File: config.mk
export PLATFORM = sky130hd
export DESIGN_NAME = gf_bitserial_mult_ctrl_flat
export DESIGN_NICKNAME = d
export VERILOG_FILES = /design/src/rtl/gf_bitserial_mult_ctrl_pkg.sv /design/src/rtl/gf_bitserial_mult_ctrl_if.sv /design/src/rtl/gf_bitserial_mult_ctrl_row_step.sv /design/src/rtl/gf_bitserial_mult_ctrl.sv /design/src/flat_wrapper.sv
export SDC_FILE = /design/constraint.sdc
export NUM_CORES = 1
export LEC_CHECK = 0
export ABC_AREA = 1
export BUFFER_PORTS_ARGS = -buffer_cell sky130_fd_sc_hd__buf_4
export CAP_MARGIN = 20
export CELL_PAD_IN_SITES_DETAIL_PLACEMENT = 0
export CELL_PAD_IN_SITES_GLOBAL_PLACEMENT = 1
export CORE_ASPECT_RATIO = 1.4
export CORE_MARGIN = 10
export CORE_UTILIZATION = 40
export CTS_CLUSTER_SIZE = 14
export DETAILED_ROUTE_END_ITERATION = 10
export HOLD_SLACK_MARGIN = 0.06
export PLACE_DENSITY = 0.82
export SKIP_CTS_REPAIR_TIMING = 1
export SLEW_MARGIN = 20
export SYNTH_ARGS = -nofsm -noshare
export SYNTH_HDL_FRONTEND = slang
export SYNTH_SLANG_ARGS = --single-unit
File: constraint.sdc
create_clock -name clk -period 2 [get_ports clk]
set_clock_uncertainty 0.05 [all_clocks]
set_input_delay 0.3 -clock clk [delete_from_list [all_inputs] [get_ports clk]]
set_output_delay 0.3 -clock clk [all_outputs]
set_load 0.05 [all_outputs]
File: src/rtl/gf_bitserial_mult_ctrl_pkg.sv
// gf_bitserial_mult_ctrl_pkg: shared width default, FSM encoding and reference polynomial
package gf_bitserial_mult_ctrl_pkg;
  localparam int M_DEF = 32;
  localparam logic [31:0] GF_POLY32 = 32'h0040_0007;
  typedef enum logic [1:0] {IDLE = 2'd0, RUN = 2'd1, DONE = 2'd2} state_e;
endpackage

File: src/rtl/gf_bitserial_mult_ctrl_if.sv
// gf_bitserial_mult_ctrl_if: operand/result handshake bundle for the bit-serial multiplier
interface gf_bitserial_mult_ctrl_if
  import gf_bitserial_mult_ctrl_pkg::*;
#(
  parameter int M = M_DEF
);
  logic         in_valid;
  logic         in_ready;
  logic [M-1:0] a_in;
  logic [M-1:0] b_in;
  logic [M-1:0] g_in;
  logic         out_valid;
  logic         out_ready;
  logic [M-1:0] p_out;
  logic         busy;
  modport master (
    output in_valid, a_in, b_in, g_in, out_ready,
    input  in_ready, out_valid, p_out, busy
  );
  modport slave (
    input  in_valid, a_in, b_in, g_in, out_ready,
    output in_ready, out_valid, p_out, busy
  );
endinterface

File: src/rtl/gf_bitserial_mult_ctrl_row_step.sv
// gf_row_step: one systolic row of a GF(2^M) multiply, shift-and-reduce with optional A add
module gf_row_step #(
  parameter int M = 32
) (
  input  logic [M-1:0] p_i,
  input  logic [M-1:0] a_i,
  input  logic [M-1:0] g_i,
  input  logic         b_i,
  output logic [M-1:0] p_o
);
  assign p_o = {p_i[M-2:0], 1'b0} ^ (b_i ? a_i : '0) ^ (p_i[M-1] ? g_i : '0);
endmodule

File: src/rtl/gf_bitserial_mult_ctrl.sv
// gf_bitserial_mult_ctrl: bit-serial GF(2^M) multiplier, one row step per clock, B fed MSB-first
module gf_bitserial_mult_ctrl
  import gf_bitserial_mult_ctrl_pkg::*;
#(
  parameter int M = M_DEF
) (
  input logic clk,
  input logic rst_n,
  gf_bitserial_mult_ctrl_if.slave bus
);
  localparam int CW = $clog2(M);
  state_e        state_q, state_d;
  logic [M-1:0]  a_q, a_d, b_q, b_d, g_q, g_d, p_q, p_d, step_p;
  logic [CW-1:0] cnt_q, cnt_d;
  gf_row_step #(.M(M)) u_step (
    .p_i(p_q),
    .a_i(a_q),
    .g_i(g_q),
    .b_i(b_q[cnt_q]),
    .p_o(step_p)
  );
  always_ff @(posedge clk or negedge rst_n) begin
    if (!rst_n) begin
      state_q <= IDLE;
      a_q     <= '0;
      b_q     <= '0;
      g_q     <= '0;
      p_q     <= '0;
      cnt_q   <= '0;
    end else begin
      state_q <= state_d;
      a_q     <= a_d;
      b_q     <= b_d;
      g_q     <= g_d;
      p_q     <= p_d;
      cnt_q   <= cnt_d;
    end
  end
  always_comb begin
    state_d = state_q;
    a_d     = a_q;
    b_d     = b_q;
    g_d     = g_q;
    p_d     = p_q;
    cnt_d   = cnt_q;
    case (state_q)
      IDLE: if (bus.in_valid) begin
        a_d     = bus.a_in;
        b_d     = bus.b_in;
        g_d     = bus.g_in;
        p_d     = '0;
        cnt_d   = CW'(M - 1);
        state_d = RUN;
      end
      RUN: begin
        p_d     = step_p;
        cnt_d   = cnt_q == '0 ? cnt_q : cnt_q - 1'b1;
        state_d = cnt_q == '0 ? DONE : RUN;
      end
      DONE: state_d = bus.out_ready ? IDLE : DONE;
      default: state_d = IDLE;
    endcase
  end
  // p_out is gated so nothing but a finished product ever appears on the bus
  assign bus.in_ready  = state_q == IDLE;
  assign bus.out_valid = state_q == DONE;
  assign bus.p_out     = state_q == DONE ? p_q : '0;
  assign bus.busy      = state_q == RUN || state_q == DONE;
endmodule

File: src/flat_wrapper.sv
// flat-port wrapper written by rule: the top's interface ports become plain ports
module gf_bitserial_mult_ctrl_flat import gf_bitserial_mult_ctrl_pkg::*;
#(
  parameter int M = M_DEF
)
  (clk, rst_n, bus_in_valid, bus_a_in, bus_b_in, bus_g_in, bus_out_ready, bus_in_ready, bus_out_valid, bus_p_out, bus_busy);
  gf_bitserial_mult_ctrl_if #(.M(M)) bus_i ();
  input logic clk;
  input logic rst_n;
  input wire logic [$bits(bus_i.in_valid)-1:0] bus_in_valid;
  input wire logic [$bits(bus_i.a_in)-1:0] bus_a_in;
  input wire logic [$bits(bus_i.b_in)-1:0] bus_b_in;
  input wire logic [$bits(bus_i.g_in)-1:0] bus_g_in;
  input wire logic [$bits(bus_i.out_ready)-1:0] bus_out_ready;
  output wire logic [$bits(bus_i.in_ready)-1:0] bus_in_ready;
  output wire logic [$bits(bus_i.out_valid)-1:0] bus_out_valid;
  output wire logic [$bits(bus_i.p_out)-1:0] bus_p_out;
  output wire logic [$bits(bus_i.busy)-1:0] bus_busy;
  assign bus_i.in_valid = bus_in_valid;
  assign bus_i.a_in = bus_a_in;
  assign bus_i.b_in = bus_b_in;
  assign bus_i.g_in = bus_g_in;
  assign bus_i.out_ready = bus_out_ready;
  assign bus_in_ready = bus_i.in_ready;
  assign bus_out_valid = bus_i.out_valid;
  assign bus_p_out = bus_i.p_out;
  assign bus_busy = bus_i.busy;
  gf_bitserial_mult_ctrl #(.M(M)) u_core (.clk(clk), .rst_n(rst_n), .bus(bus_i));
endmodule
==> impl_metrics.csv <==
group,metric,value,unit
worst_setup_path,crit_required,1.65,ns
logic_synthesis,synth.cell_area,6960,sq um
worst_setup_path,start_kind,"flop",
timing,period_share,0.964,
detailed_routing,wl_met2,10.1,mm
detailed_routing,routedLengthMet1,8.96,mm
logic_synthesis,avgSynthCellArea,7.38,sq um
timing,setup_viol_count_final,0,
worst_setup_path,critical_path_arrival,1.58,ns
clocking,cts_root_buf,"clkbuf_16",
timing,fmaxAchievable,0.519,GHz
worst_setup_path,crit_slowest_cell,"dfrtp_1",
floorplan,die_w,131,um
clocking,clockBufferDepth,2,
logic_synthesis,synth_top_area_share,0.486,
pwr,p_per_area,1500,nW/um^2
timing,setup_tns,0,ns
global_routing,grt_start_max_net_pins,63,
timing,worst_slack,0.0719,ns
final_layout,final_layout_size_suffix_gt1_frac,0.181,
worst_setup_path,crit_fanout,8,
pwr,p_leak,5.35,nW
global_routing,track_usage,0.167,
detailed_routing,wl,20.1,mm
pwr,ir_drop,1.02,mV
worst_setup_path,crit_type,"reg2out",
detailed_routing,wl_per_cell,14.4,um
detailed_routing,met3_length,777,um
detailed_routing,vias,6516,
placed_design,dp_hpwl,13.2,mm
clocking,cts_tree,"yes",
timing,hold_viol,0,
worst_setup_path,slowest_delay,0.38,ns
placed_design,post-place-cells,1278,
timing,slew_headroom,0.569,
placed_design,gp_congestion,0.793,
global_routing,antenna_found_initial,0,
worst_setup_path,r2r_cells,8,
final_layout,diodes,0,
floorplan,start_util,0.403,
clocking,clock_latency,0.43,ns
run,maxCapViolations,0,
placed_design,io_buffers,134,
worst_hold_path,hold_path.class,"in2reg",
final_layout,fin_nets,1251,
detailed_routing,drtPass1Iterations,4,
detailed_routing,viasPerCell,4.67,
clocking,cts_num_sinks,135,
placed_design,dp_slack,0.0634,ns
clocking,clk_pin_slew,0.06,ns
timing,fin_crit,1.93,ns
global_routing,grt-ovfl-total,0,
worst_setup_path,path_cells,"inv_2 -> ha_4 -> buf_6 -> nand2_1 -> inv_1 -> buf_4",
floorplan,core,17300,sq um
floorplan,placementRows,57,
final_layout,finish.cell_count_without_fillers,1395,
global_routing,grt_pass1_vias,6267,
detailed_routing,highest_layer,"met4",
detailed_routing,drtIter0Drc,361,
logic_synthesis,synth_warnings,0,
floorplan,dieArea,23100,sq um
logic_synthesis,synth_largest_area_cell,"dfrtp_1",
logic_synthesis,synth.distinct_cells,23,
run_status,status,"completed",
logic_synthesis,syn_nets,1047,
timing,drv_slew,0,
clocking,cts_buffers,17,
global_routing,grt_pass1_wl,31.9,mm
final_layout,syn_to_final_growth,40.5,%
clocking,h-tree-depth,4,
detailed_routing,drc,0,
worst_hold_path,min_path_cells,3,
logic_synthesis,yosysSeqAreaShare,0.486,
timing,worstMarginPinSlew,0.647,ns
timing,rsz0062_at_grt,"true",
logic_synthesis,synth_area_leaders,"dfrtp_1 49%, nand2_1 27%, nand3_1 6.5%",
detailed_routing,antenna_left,0,
logic_synthesis,synth_cells,942,
floorplan,ios,135,
floorplan,die_h,176,um
worst_setup_path,cp-end-kind,"primary output",
logic_synthesis,synth-seq-cells,135,
==> layer usage <==
layer | up-vias | GRT usage
met5 | - | 0
met4 | 0 | 0.0507
met3 | 19 | 0.0384
met2 | 131 | 0.281
met1 | 3053 | 0.209
li1 | 3313 | -
==> critical path: cells and delay by family, from the launching register on <==
kind                       cells  cell delay [ns]
adders and majority gates      1             0.22
DFF                            1             0.38
buffers and inverters          4             0.48
and+or+nand+nor                1             0.07
==> flip-flops by register name, summed over array words and instances (netlist names) <==
signal	flops
u_core.cnt_q	5
u_core.a_q	32
u_core.state_q	2
u_core.b_q	32
u_core.p_q	32
u_core.g_q	32
==> synth_stat cells (all sizes together) <==
| cell type | n |
|---|---|
| or2 | 1 |
| nand2 | 494 |
| o21ai | 7 |
| a31oi | 1 |
| buf | 18 |
| dfrtp | 135 |
| nand3 | 93 |
| xor2 | 31 |
| o21a | 1 |
| nor3 | 1 |
| nand4 | 33 |
| o22ai | 2 |
| ha | 5 |
| nor2 | 5 |
| inv | 81 |
| clkbuf | 34 |
==> path summary, 6_finish.rpt <==
kind	slack [ns]	from	end
worst min-delay path	0.04	bus_b_in[28]	u_core.b_q[28]$_DFFE_PN0P_
worst max-delay path	0.07	u_core.state_q[0]$_DFFE_PN0N_	bus_p_out[8]
max in group asynchronous	0.95	rst_n	u_core.cnt_q[0]$_DFFE_PN0P_
worst max register to register	0.23	u_core.state_q[0]$_DFFE_PN0N_	u_core.cnt_q[0]$_DFFE_PN0P_
worst min register to register	0.43	u_core.g_q[30]$_DFFE_PN0P_	u_core.g_q[30]$_DFFE_PN0P_
min in group asynchronous	0.33	rst_n	u_core.a_q[23]$_DFFE_PN0P_
==> report_power, final <==
part | switching [mW] | internal (mW)
combinational | 3.98 | 2.51
sequential | 1.00 | 4.06
clock | 1.20 | 1.87
total | 6.18 | 8.44
==> placed cells by master (no fill, tap or decap), types with 3 or more instances in the layout <==
master         count
buf_6             20
buf_4            125
clkinv_4           4
inv_2              5
buf_12             9
dlygate4sd3_1     79
clkinv_2           4
xor2_1            31
clkbuf_16         17
nand3_1           91
clkinvlp_4         5
o21ai_0            6
inv_1             72
clkbuf_1           3
nand2_1          490
nand2_2            3
nand4_1           33
dfrtp_1          134
ha_1               3
==> cells by family after synthesis <==
logic type,count (synthesis),share of synthesized area
simple gates,627,0.372
xor+xnor,31,0.0390
fa+ha+maj,5,0.00899
flops,135,0.486
compound gates,11,0.00881
buf+inv,133,0.0856
==> per-stage QoR <==
stage,power [mW],hold WS [ns],utilization,area [sq um]
global placement,11.3,0.215,0.478,8250
floorplan,9.66,-0.0456,-,6970
detailed placement,11.4,0.216,0.478,8250
CTS,14.5,-0.232,0.512,8830
global route,16.0,0.0598,0.566,9770
finish,14.6,0.0361,0.566,9770
==> cell type report <==
cell class	count	area [sq um]
Fill cell	1639	7490
Timing Repair inverter	1	5.00
Clock buffer	21	450
Sequential cell	135	3380
Inverter	81	317
Timing Repair Buffer	235	2160
Tap cell	236	295
Multi-Input combinational cell	675	3040
Clock inverter	11	126
No activity file was read; power rests on OpenSTA's default activity.
